## src/rtl/bsg_cache_sbuf_pkg.sv

```systemverilog
// Shared types for the store-buffer controller: drain FSM states and requester index.
package bsg_cache_sbuf_pkg;

    typedef enum logic [1:0] {
        IDLE   = 2'd0,
        DRAIN  = 2'd1,
        STARVE = 2'd2,
        FLUSH  = 2'd3
    } sbuf_state_e;

    typedef logic sbuf_req_idx_t;

    // rr_last starts on requester 1 so requester 0 wins the first tie.
    localparam sbuf_req_idx_t RR_RESET_LAST = 1'b1;

endpackage

```

## src/rtl/bsg_cache_sbuf_rr_arb.sv

```systemverilog
// Two-way round-robin arbiter; the grant already includes the requester's valid,
// so a grant is an accepted transfer and advances rr_last.
module bsg_cache_sbuf_rr_arb
    import bsg_cache_sbuf_pkg::*;
(
    input  logic       clk_i,
    input  logic       reset_n_i,
    input  logic       en_i,
    input  logic [1:0] v_i,
    output logic [1:0] grant_o
);

    sbuf_req_idx_t rr_last_q, rr_last_d;

    always_comb begin
        grant_o = 2'b00;
        if (en_i) begin
            case (v_i)
                2'b01:   grant_o = 2'b01;
                2'b10:   grant_o = 2'b10;
                2'b11:   grant_o = rr_last_q ? 2'b01 : 2'b10;
                default: grant_o = 2'b00;
            endcase
        end
    end

    always_comb begin
        rr_last_d = rr_last_q;
        if (grant_o[0]) begin
            rr_last_d = 1'b0;
        end else if (grant_o[1]) begin
            rr_last_d = 1'b1;
        end
    end

    always_ff @(posedge clk_i or negedge reset_n_i) begin
        if (!reset_n_i) begin
            rr_last_q <= RR_RESET_LAST;
        end else begin
            rr_last_q <= rr_last_d;
        end
    end

endmodule

```

## src/rtl/bsg_cache_sbuf_ctrl.sv

```systemverilog
// Store-buffer controller: arbitrates writes into the 2-entry buffer queue and
// drains its head to the shared data-memory port, stalling the pipeline on starvation.
//
//   state  | meaning
//   IDLE   | nothing buffered (bypass writes may still issue directly)
//   DRAIN  | entries pending, issuing whenever the load pipeline leaves the port free
//   STARVE | drain deferred too long; pipeline stall requested until one write lands
//   FLUSH  | forced drain; enqueues blocked and pipeline stalled until queue is empty
module bsg_cache_sbuf_ctrl
    import bsg_cache_sbuf_pkg::*;
#(
    parameter  int data_width_p   = 16,
    parameter  int starve_limit_p = 8,
    localparam int ctr_width_p    = $clog2(starve_limit_p + 1)
) (
    input  logic                      clk_i,
    input  logic                      reset_n_i,
    input  logic [1:0]                req_v_i,
    input  logic [2*data_width_p-1:0] req_data_i,
    output logic [1:0]                req_ready_o,
    output logic                      q_v_o,
    output logic [data_width_p-1:0]   q_data_o,
    input  logic                      q_full_i,
    input  logic                      q_empty_i,
    input  logic                      q_v_i,
    input  logic [data_width_p-1:0]   q_data_i,
    output logic                      q_yumi_o,
    input  logic                      mem_busy_i,
    output logic                      mem_v_o,
    output logic [data_width_p-1:0]   mem_data_o,
    input  logic                      mem_yumi_i,
    input  logic                      drain_i,
    output logic                      stall_pipe_o,
    output logic                      idle_o
);

    localparam logic [ctr_width_p-1:0] STARVE_LIMIT = ctr_width_p'(starve_limit_p);

    sbuf_state_e            state_q, state_d;
    logic [ctr_width_p-1:0] starve_cnt_q, starve_cnt_d;
    logic                   stall_q, stall_d;
    logic                   arb_en;
    logic                   drain_waiting;

    // Grant is never tied to a same-cycle dequeue: full blocks enqueue outright.
    assign arb_en = !q_full_i && (state_q != FLUSH);

    bsg_cache_sbuf_rr_arb u_rr_arb (
        .clk_i     (clk_i),
        .reset_n_i (reset_n_i),
        .en_i      (arb_en),
        .v_i       (req_v_i),
        .grant_o   (req_ready_o)
    );

    assign q_v_o    = |req_ready_o;
    assign q_data_o = req_ready_o[1] ? req_data_i[2*data_width_p-1:data_width_p]
                                     : req_data_i[data_width_p-1:0];

    always_ff @(posedge clk_i or negedge reset_n_i) begin
        if (!reset_n_i) begin
            state_q      <= IDLE;
            starve_cnt_q <= '0;
            stall_q      <= 1'b0;
        end else begin
            state_q      <= state_d;
            starve_cnt_q <= starve_cnt_d;
            stall_q      <= stall_d;
        end
    end

    assign drain_waiting = q_v_i && mem_busy_i;

    always_comb begin
        state_d      = state_q;
        starve_cnt_d = starve_cnt_q;
        case (state_q)
            IDLE: begin
                starve_cnt_d = '0;
                if (drain_i && !q_empty_i) begin
                    state_d = FLUSH;
                end else if (q_v_i) begin
                    state_d = DRAIN;
                end
            end
            DRAIN: begin
                if (q_yumi_o) begin
                    starve_cnt_d = '0;
                end else if (drain_waiting && (starve_cnt_q != STARVE_LIMIT)) begin
                    starve_cnt_d = starve_cnt_q + ctr_width_p'(1);
                end
                if (drain_i) begin
                    state_d = FLUSH;
                end else if (starve_cnt_d == STARVE_LIMIT) begin
                    state_d = STARVE;
                end else if (!q_v_i) begin
                    state_d = IDLE;
                end
            end
            STARVE: begin
                if (q_yumi_o) begin
                    starve_cnt_d = '0;
                    state_d      = DRAIN;
                end
                if (drain_i) begin
                    state_d = FLUSH;
                end
            end
            FLUSH: begin
                if (q_yumi_o) begin
                    starve_cnt_d = '0;
                end
                if (q_empty_i && !mem_v_o) begin
                    state_d = IDLE;
                end
            end
            default: begin
                state_d      = IDLE;
                starve_cnt_d = '0;
            end
        endcase
        // Stall follows the next state so it drops the cycle after the releasing write.
        stall_d = (state_d == STARVE) || (state_d == FLUSH);
    end

    always_comb begin
        mem_v_o      = q_v_i && !mem_busy_i;
        mem_data_o   = q_data_i;
        q_yumi_o     = mem_v_o && mem_yumi_i;
        stall_pipe_o = stall_q;
        idle_o       = (state_q == IDLE) && q_empty_i;
    end

endmodule

```

## config.mk

```make
export PLATFORM = sky130hd
export DESIGN_NAME = bsg_cache_sbuf_ctrl
export DESIGN_NICKNAME = d
export VERILOG_FILES = /design/src/rtl/bsg_cache_sbuf_pkg.sv /design/src/rtl/bsg_cache_sbuf_rr_arb.sv /design/src/rtl/bsg_cache_sbuf_ctrl.sv
export SDC_FILE = /design/constraint.sdc
export NUM_CORES = 1
export LEC_CHECK = 0
export BUFFER_PORTS_ARGS = -buffer_cell sky130_fd_sc_hd__buf_4
export CORE_ASPECT_RATIO = 0.5
export CORE_MARGIN = 2
export CORE_UTILIZATION = 36
export CTS_CLUSTER_DIAMETER = 120
export CTS_CLUSTER_SIZE = 14
export DETAILED_ROUTE_END_ITERATION = 16
export MAX_ROUTING_LAYER = met4
export PLACE_DENSITY = 0.86
export SKIP_LAST_GASP = 1
export SLEW_MARGIN = 15
export SYNTH_ARGS = -nofsm -noshare
export SYNTH_HDL_FRONTEND = slang
export SYNTH_SLANG_ARGS = --single-unit
```

## constraint.sdc

```tcl
create_clock -name clk_i -period 2.06 [get_ports clk_i]
set_input_delay 0.206 -clock clk_i [delete_from_list [all_inputs] [get_ports clk_i]]
set_output_delay 0.206 -clock clk_i [all_outputs]
set_load 0.02 [all_outputs]
```

==> results of run 1 <==
[kinds of logic (layout without fill, tap and decap cells)]
logic type      after synthesis  count (layout)  synth area share, %
simple gates                 30              30                 20.6
buf+inv                      27              78                 17.7
compound gates               25              25                 19.0
mux                          16              16                 21.8
flops                         7               7                 18.3
fa+ha+maj                     2               2                 2.59
[metrics by stage]
stage / setup slack [ns] / std cells / power [uW] / utilization, %
after global placement: 0.286 / 190 / 1040 / 53.0
after detailed placement: 0.178 / 190 / 1070 / 53.0
after CTS: 0.162 / 195 / 1270 / 55.2
after floorplan: 0.351 / 107 / 842 / -
final: 0.154 / 195 / 1270 / 55.2
after global routing: 0.0519 / 195 / 1350 / 55.2
[state kept, by name, summed over array words and instances (netlist names)]
register and count:
state_q 1, starve_cnt_q 4, stall_pipe_o 1, u_rr_arb.rr_last_q 1
[worst paths after layout]
| kind | from | to | slack, ns | cells after the start |
|---|---|---|---|---|
| max | starve_cnt_q[0] | state_q[0] | 0.15 | 6 |
| min in group asynchronous | reset_n_i | stall_pipe_o | 0.37 | 2 |
| max reg2reg | starve_cnt_q[0] | state_q[0] | 0.15 | 6 |
| min reg2reg | u_rr_arb.rr_last_q | u_rr_arb.rr_last_q | 0.54 | 1 |
| max in group asynchronous | reset_n_i | u_rr_arb.rr_last_q | 1.48 | 2 |
| min | req_v_i[0] | u_rr_arb.rr_last_q | 0.30 | 3 |
[Yosys cell counts (2+ instances only)]
cell type / n / area share (%)
mux2_2: 8 / 9.3
a21oi_1: 5 / 2.6
ha_1: 2 / 2.6
buf_2: 2 / 1.0
o21ai_1: 3 / 1.6
nand3_1: 4 / 2.1
nand2_1: 9 / 3.5
inv_1: 6 / 2.3
buf_4: 16 / 12
dfrtp_1: 6 / 16
a31oi_1: 2 / 1.3
mux2_4: 8 / 12
o21a_1: 2 / 1.6
nor2_1: 3 / 1.2
nand2b_1: 3 / 1.9
o21ai_0: 2 / 1.0
[worst max-delay path, delay by kind of cell, from the launching register on]
kind | cells | cell delay, ns
compound gates | 2 | 0.48
flops | 1 | 0.45
simple gates | 2 | 0.43
fa+ha+maj | 1 | 0.28
buf+inv | 1 | 0.14
[cells in the final DEF, fill, tap and decap left out, types with 2 or more instances in the layout]
cell type	netlist	layout
nand3_1	4	4
nor2_1	3	3
nand2_1	9	9
a21oi_1	5	5
o21ai_1	3	3
dfrtp_1	6	6
o21ai_0	2	2
mux2_2	8	8
buf_4	16	66
o21a_1	2	2
nand2b_1	3	3
clkbuf_8	0	3
a31oi_1	2	2
ha_1	2	2
inv_1	6	6
mux2_4	8	8
[per-layer routing]
metal	vias to the layer above	routed length, um	GRT usage (%)
li1	471	-	-
met1	466	1020	18.1
met2	38	1430	28.5
met3	15	201	4.63
met4	0	98	13.8
met5	-	0	-
[cell type report]
class                   instances  area (um^2)
fillers                       255         1150
multi-input cells              73          618
repair buffers                 67          505
flip-flops and latches          7          176
well taps                      37         46.3
clock buffers                   4         45.0
inverters                       7         26.3
[where the power goes]
group,internal (uW),switching (uW)
Clock,134,58.5
Combinational,392,403
Sequential,203,76.4
Total,728,537
==> impl_metrics.toml, run 1 <==
[flow_run]
maxCapViolations = 0

[routing]
via_count = 990
postRouteAntennaNets = 0
drc_errors = 0
wl_per_cell_um = 14.1
avgViaCountPerCell = 5.08
wirelength_um = 2750
drt-initial-drc-count = 13
firstDrtPassIters = 5

[pwr]
p_leak_uw = 0.000721
pwr_density_cell_nw_per_um2 = 893
max-vdd-ir-drop_mv = 0.497

[yosys]
synth_area_um2 = 966
synthFlopType = "dfrtp_1"
ys_seq_area_share_pct = 18.3
syn_inst = 107
synth.distinct_cells = 42
ys_ff_latch = 7
syn_area_per_cell_um2 = 9.03
syn_nets = 167
synthArstFlopShare_pct = 100
synth_edf_count = 0
ys.warnings.count = 0

[floorplan]
die_w_um = 77.3
placementRows = 13
io_pins = 97
dieArea_um2 = 3140
fp.coreArea_um2 = 2570
die-height_um = 40.6
start_util_pct = 37.6

[timing]
max-slew-margin-rel_pct = 63.9
holdWs_ns = 0.298
post-route-min-period_ns = 1.91
min_period_over_period_pct = 92.5
setup_viol = 0
hold_viol = 0
fin_setup_tns_ns = 0
max_freq_mhz = 525
rsz0062_at_grt = "false"
worst_slew_pin_slew_ns = 0.528
drv_slew = 0
skew_ns = 0.00217

[clocking]
cts.path.max_buffers = 2
clkSinkCount = 7
cts_tree = "done"
cts.clk_slew.worst_paths_ns = 0.04
clkLatencyLatePin_ns = 0.23
cts_setup_buffers = 0
cts_max_level = 1
cts_buffers = 3
root_buffer = "clkbuf_8"
hold_buffers = 1
cts.repair.resized = 0

[grt]
grt_overflow = 0
grt_pass1_wl_um = 3910
grt_max_degree = 19
grtUsageTotal_pct = 16.9
antenna_found_initial = 0
grt_pass1_vias = 855

[setup_path]
cp_cell_sequence = "inv_1, ha_1, and3b_2, nor4_4, o221ai_2, o31a_1"
crit_fanout = 6
crit_arrival_ns = 2.01
crit_path_start_kind = "flip-flop"
crit_type = "reg -> reg"
cp_slowest_cell = "dfrtp_1"
max_stage_delay_ns = 0.45
critPathCaptureType = "flip-flop"
critical_path_required_ns = 2.17

[layout]
nets = 219
num_antenna_cells = 0
drive_gt1_share_pct = 60.8
design_area_um2 = 1420
syn_to_final_growth_pct = 46.8

[placed_design]
io_buffers = 64
hpwl_um = 2180
place_area_um2 = 1360
place_congestion = 0.837

[status]
status = "finished, final reports clean"

[worst_hold_path]
timing.hold.worst.class = "in -> reg"
Power figures use the tool's default switching activity.
==> run 2, diff against run 1 <==
--- a/config.mk
+++ b/config.mk
@@ -6,14 +6,13 @@
 export NUM_CORES = 1
 export LEC_CHECK = 0
 export BUFFER_PORTS_ARGS = -buffer_cell sky130_fd_sc_hd__buf_4
-export CORE_ASPECT_RATIO = 0.5
 export CORE_MARGIN = 2
-export CORE_UTILIZATION = 36
+export CORE_UTILIZATION = 39
 export CTS_CLUSTER_DIAMETER = 120
 export CTS_CLUSTER_SIZE = 14
 export DETAILED_ROUTE_END_ITERATION = 16
 export MAX_ROUTING_LAYER = met4
-export PLACE_DENSITY = 0.86
+export PLACE_DENSITY = 0.92
 export SKIP_LAST_GASP = 1
 export SLEW_MARGIN = 15
 export SYNTH_ARGS = -nofsm -noshare
==> constraint.sdc (replaced) <==
create_clock -name clk_i -period 2.4 [get_ports clk_i]
set_input_delay 0.24 -clock clk_i [delete_from_list [all_inputs] [get_ports clk_i]]
set_output_delay 0.24 -clock clk_i [all_outputs]
set_load 0.1 [all_outputs]
==> impl_metrics.toml, run 2 (synthesis results as in run 1) <==
[status]
status = "finished, final reports clean"

[layout]
mostFrequentLayoutCells = "buf_4, nand2_1, mux2_4, mux2_2"
layout_commonest_cell = "buf_4"
max_flop_register = "starve_cnt_q"
drive_gt1_share_pct = 60.9
num_antenna_cells = 0
syn_to_final_growth_pct = 42.6
nets = 217
largest_reg_flops = 4
fillers = 209
finalNonFillerCells = 186

[clocking]
root_buffer = "clkbuf_4"
cts_max_level = 1
cts_buffers = 3
clkSinkCount = 7
cts.path.max_buffers = 2
cts.repair.resized = 0
cts_tree = "done"
hold_buffers = 1
clkLatencyLatePin_ns = 0.25
cts.clk_slew.worst_paths_ns = 0.05
cts_setup_buffers = 0

[routing]
drc_errors = 0
firstDrtPassIters = 5
wl_per_cell_um = 16.2
drt-initial-drc-count = 18
wirelength_um = 3010
postRouteAntennaNets = 0
via_count = 986
avgViaCountPerCell = 5.30

[setup_path]
crit_type = "reg -> out"
critical_path_required_ns = 2.16
crit_arrival_ns = 1.97
cp_slowest_cell = "dfrtp_1"
critPathCaptureType = "output port"
critPathBufInv = 1
max_stage_delay_ns = 0.55
crit_path_start_kind = "flip-flop"
cp_cell_sequence = "a21oi_2, nand3_4, mux2_4, buf_4"
crit_fanout = 18
reg2reg_slack_ns = 0.51
crit_family = "flip-flops"

[pwr]
p_leak_uw = 0.000704
max-vdd-ir-drop_mv = 0.714
pwr_density_cell_nw_per_um2 = 1010

[grt]
grt_overflow = 0
grt_pass1_vias = 918
antenna_found_initial = 0
grt_pass1_wl_um = 4020
grtUsageTotal_pct = 19.5
grt_max_degree = 19

[timing]
post-route-min-period_ns = 2.21
setup_viol = 0
worst_slew_pin_slew_ns = 0.483
rsz0062_at_grt = "false"
hold_viol = 0
fin_setup_tns_ns = 0
max-slew-margin-rel_pct = 67.8
min_period_over_period_pct = 92.3
max_freq_mhz = 451
drv_slew = 0
skew_ns = 0.000864

[flow_run]
maxCapViolations = 0

[floorplan]
start_util_pct = 40.1
die-height_um = 53.8
fp.coreArea_um2 = 2410
placementRows = 18
die_w_um = 53.8
dieArea_um2 = 2890
io_pins = 97

[placed_design]
hpwl_um = 2530
io_buffers = 64
place_congestion = 0.790
dp.cells = 181

[worst_hold_path]
timing.hold.worst.class = "in -> reg"
## run 2: cell type report
cell class | count | area, um^2 | area share [%]
clock buffer | 4 | 26.3 | 1.91
inverter | 7 | 26.3 | 1.91
multi-input combinational | 73 | 621 | 45.0
sequential | 7 | 176 | 12.8
tap | 30 | 37.5 | 2.72
timing repair buffer | 65 | 490 | 35.6
## run 2: worst paths after layout
path,cells after the start,end,startpoint
max reg2reg,6,state_q[0],starve_cnt_q[0]
max in group asynchronous,2,u_rr_arb.rr_last_q,reset_n_i
min reg2reg,1,u_rr_arb.rr_last_q,u_rr_arb.rr_last_q
min,3,u_rr_arb.rr_last_q,req_v_i[0]
max,4,q_data_o[10],stall_pipe_o
min in group asynchronous,2,stall_pipe_o,reset_n_i
## run 2: where the power goes
| part | internal [uW] | switching, uW |
|---|---|---|
| logic | 320 | 681 |
| clock network | 63.4 | 43.1 |
| registers | 173 | 108 |
| total | 556 | 833 |
## run 2: tightest hold or removal path, cell delays in order
cell and delay [ns]:
buf_4 0.09, nand3_1 0.12, o21a_1 0.14
## run 2: per-layer routing
| metal | vias to the layer above | track usage [%] | share of wire (%) |
|---|---|---|---|
| li1 | 472 | - | - |
| met1 | 454 | 18.0 | 33 |
| met2 | 56 | 38.6 | 55 |
| met3 | 4 | 6.11 | 12 |
| met4 | 0 | 3.85 | 1.1 |
| met5 | - | - | 0 |
## run 2: stage by stage
| stage | worst slack, ns | total power (uW) | utilization [%] | hold WS (ns) | cell area [um^2] |
|---|---|---|---|---|---|
| floorplan | 0.0902 | 1190 | - | -0.0556 | 968 |
| global placement | 0.547 | 1250 | 55.7 | 0.0519 | 1340 |
| detailed placement | 0.453 | 1280 | 55.7 | 0.0546 | 1340 |
| CTS | 0.182 | 1390 | 57.2 | 0.331 | 1380 |
| global route | 0.107 | 1460 | 57.2 | 0.349 | 1380 |
| finish | 0.185 | 1390 | 57.2 | 0.339 | 1380 |
==> run 3, diff against run 2 <==
--- a/config.mk
+++ b/config.mk
@@ -6,13 +6,14 @@
 export NUM_CORES = 1
 export LEC_CHECK = 0
 export BUFFER_PORTS_ARGS = -buffer_cell sky130_fd_sc_hd__buf_4
+export CORE_ASPECT_RATIO = 0.5
 export CORE_MARGIN = 2
-export CORE_UTILIZATION = 39
-export CTS_CLUSTER_DIAMETER = 120
+export CORE_UTILIZATION = 32
+export CTS_CLUSTER_DIAMETER = 80
 export CTS_CLUSTER_SIZE = 14
 export DETAILED_ROUTE_END_ITERATION = 16
 export MAX_ROUTING_LAYER = met4
-export PLACE_DENSITY = 0.92
+export PLACE_DENSITY = 0.81
 export SKIP_LAST_GASP = 1
 export SLEW_MARGIN = 15
 export SYNTH_ARGS = -nofsm -noshare
==> constraint.sdc (replaced) <==
create_clock -name clk_i -period 1.92 [get_ports clk_i]
set_input_delay 0.192 -clock clk_i [delete_from_list [all_inputs] [get_ports clk_i]]
set_output_delay 0.192 -clock clk_i [all_outputs]
set_load 0.1 [all_outputs]
==> impl_metrics.toml, run 3 (synthesis results as in run 1) <==
[clocking]
clkLatencyLatePin_ns = 0.22
cts_tree = "done"
cts.path.max_buffers = 2
cts_max_level = 1
cts_buffers = 3
cts.clk_slew.worst_paths_ns = 0.04
root_buffer = "clkbuf_8"
clkSinkCount = 7

[setup_path]
critPathCaptureType = "output port"
crit_path_start_kind = "flip-flop"
reg2reg_slack_ns = 0.14
crit_arrival_ns = 1.69
crit_type = "reg -> out"
crit_fanout = 18
critical_path_required_ns = 1.73

[pwr]
p_total_uw = 1870
p_leak_uw = 0.000737
pwr_density_cell_nw_per_um2 = 1280
max-vdd-ir-drop_mv = 0.660

[placed_design]
place_congestion = 0.898
hpwl_um = 2070
io_buffers = 64
dp_slack_ns = 0.166

[floorplan]
start_util_pct = 32.8
die-height_um = 42.9
die_w_um = 81.7
fp.coreArea_um2 = 2940
placementRows = 14
dieArea_um2 = 3500
io_pins = 97

[grt]
grt_overflow = 0
grt_pass1_vias = 910
grt_max_degree = 19
grtUsageTotal_pct = 14.3
antenna_found_initial = 0
grt_pass1_wl_um = 3730

[timing]
fin_setup_tns_ns = 0
max_freq_mhz = 530
drv_slew = 0
setup_viol = 0
max-slew-margin-rel_pct = 71.4
min_period_over_period_pct = 98.2
setup_ws_ns = 0.0340
skew_ns = 0.00126
worst_slew_pin_slew_ns = 0.419
hold_viol = 0
post-route-min-period_ns = 1.89

[layout]
syn_to_final_growth_pct = 51.0
layout_commonest_cell = "buf_4"
num_antenna_cells = 0
max_flop_register = "starve_cnt_q"
nets = 221
largest_reg_flops = 4
fin_util_pct = 49.6
drive_gt1_share_pct = 63.1
mostFrequentLayoutCells = "buf_4, nand2_1, mux2_4, mux2_2, inv_1"
fillers = 286

[routing]
avgViaCountPerCell = 4.75
postRouteAntennaNets = 0
via_count = 950
wirelength_um = 2620
drc_errors = 0
drt-initial-drc-count = 56
firstDrtPassIters = 4
wl_per_cell_um = 13.1

[worst_hold_path]
timing.hold.worst.class = "in -> reg"

[flow_run]
maxCapViolations = 0

[status]
status = "finished, final reports clean"
==> run 3: layer usage <==
layer	track usage (%)	up-vias	share of wire, %
met4	6.33	0	0.61
met2	28.4	30	58
met3	2.98	4	5.7
li1	-	477	-
met1	13.3	439	35
met5	-	-	0
==> run 3: layout make-up <==
cell class / instances / area, um^2 / share of cell area, %
timing repair buffer: 69 / 537 / 36.8
sequential: 7 / 178 / 12.2
tap: 40 / 50.0 / 3.43
multi-input combinational: 73 / 623 / 42.7
inverter: 7 / 26.3 / 1.80
clock buffer: 4 / 45.0 / 3.09
==> run 3: worst paths after layout <==
| kind | start | endpoint | cells after the start |
|---|---|---|---|
| max in group asynchronous | reset_n_i | u_rr_arb.rr_last_q | 2 |
| setup / recovery | u_rr_arb.rr_last_q | q_data_o[5] | 5 |
| min in group asynchronous | reset_n_i | starve_cnt_q[0] | 2 |
| setup reg to reg | starve_cnt_q[1] | state_q[0] | 6 |
| hold reg to reg | u_rr_arb.rr_last_q | u_rr_arb.rr_last_q | 1 |
| hold / removal | req_v_i[0] | u_rr_arb.rr_last_q | 3 |
==> run 3: power breakdown <==
| part | internal (uW) | switching (uW) | total, uW | leakage (uW) |
|---|---|---|---|---|
| Clock | 143 | 58.2 | 201 | 0.0000228 |
| Sequential | 219 | 64.2 | 283 | 0.0000827 |
| Combinational | 453 | 931 | 1380 | 0.000631 |
==> run 3: through the flow <==
step	hold WS [ns]	std cells	area, um^2
6_report	0.309	200	1460
5_1_grt	0.333	200	1460
4_1_cts	0.316	199	1440
3_5_place_dp	0.00984	194	1380
3_3_place_gp	0.00988	194	1380
2_1_floorplan	-0.104	107	972
==> run 3: worst max-delay path: stages, from the launching register on <==
cell	delay, ns
dfstp_2	0.52
nand2_1	0.08
nand3_4	0.10
buf_12	0.17
mux2_2	0.36
buf_4	0.23
==> run 3: timing repair <==
item,4_1_cts,5_1_grt
gates resized for setup,0,1
endpoints found under the hold margin,7,0
endpoints found under the setup margin,0,16
hold buffers,1,0
setup buffers,0,1
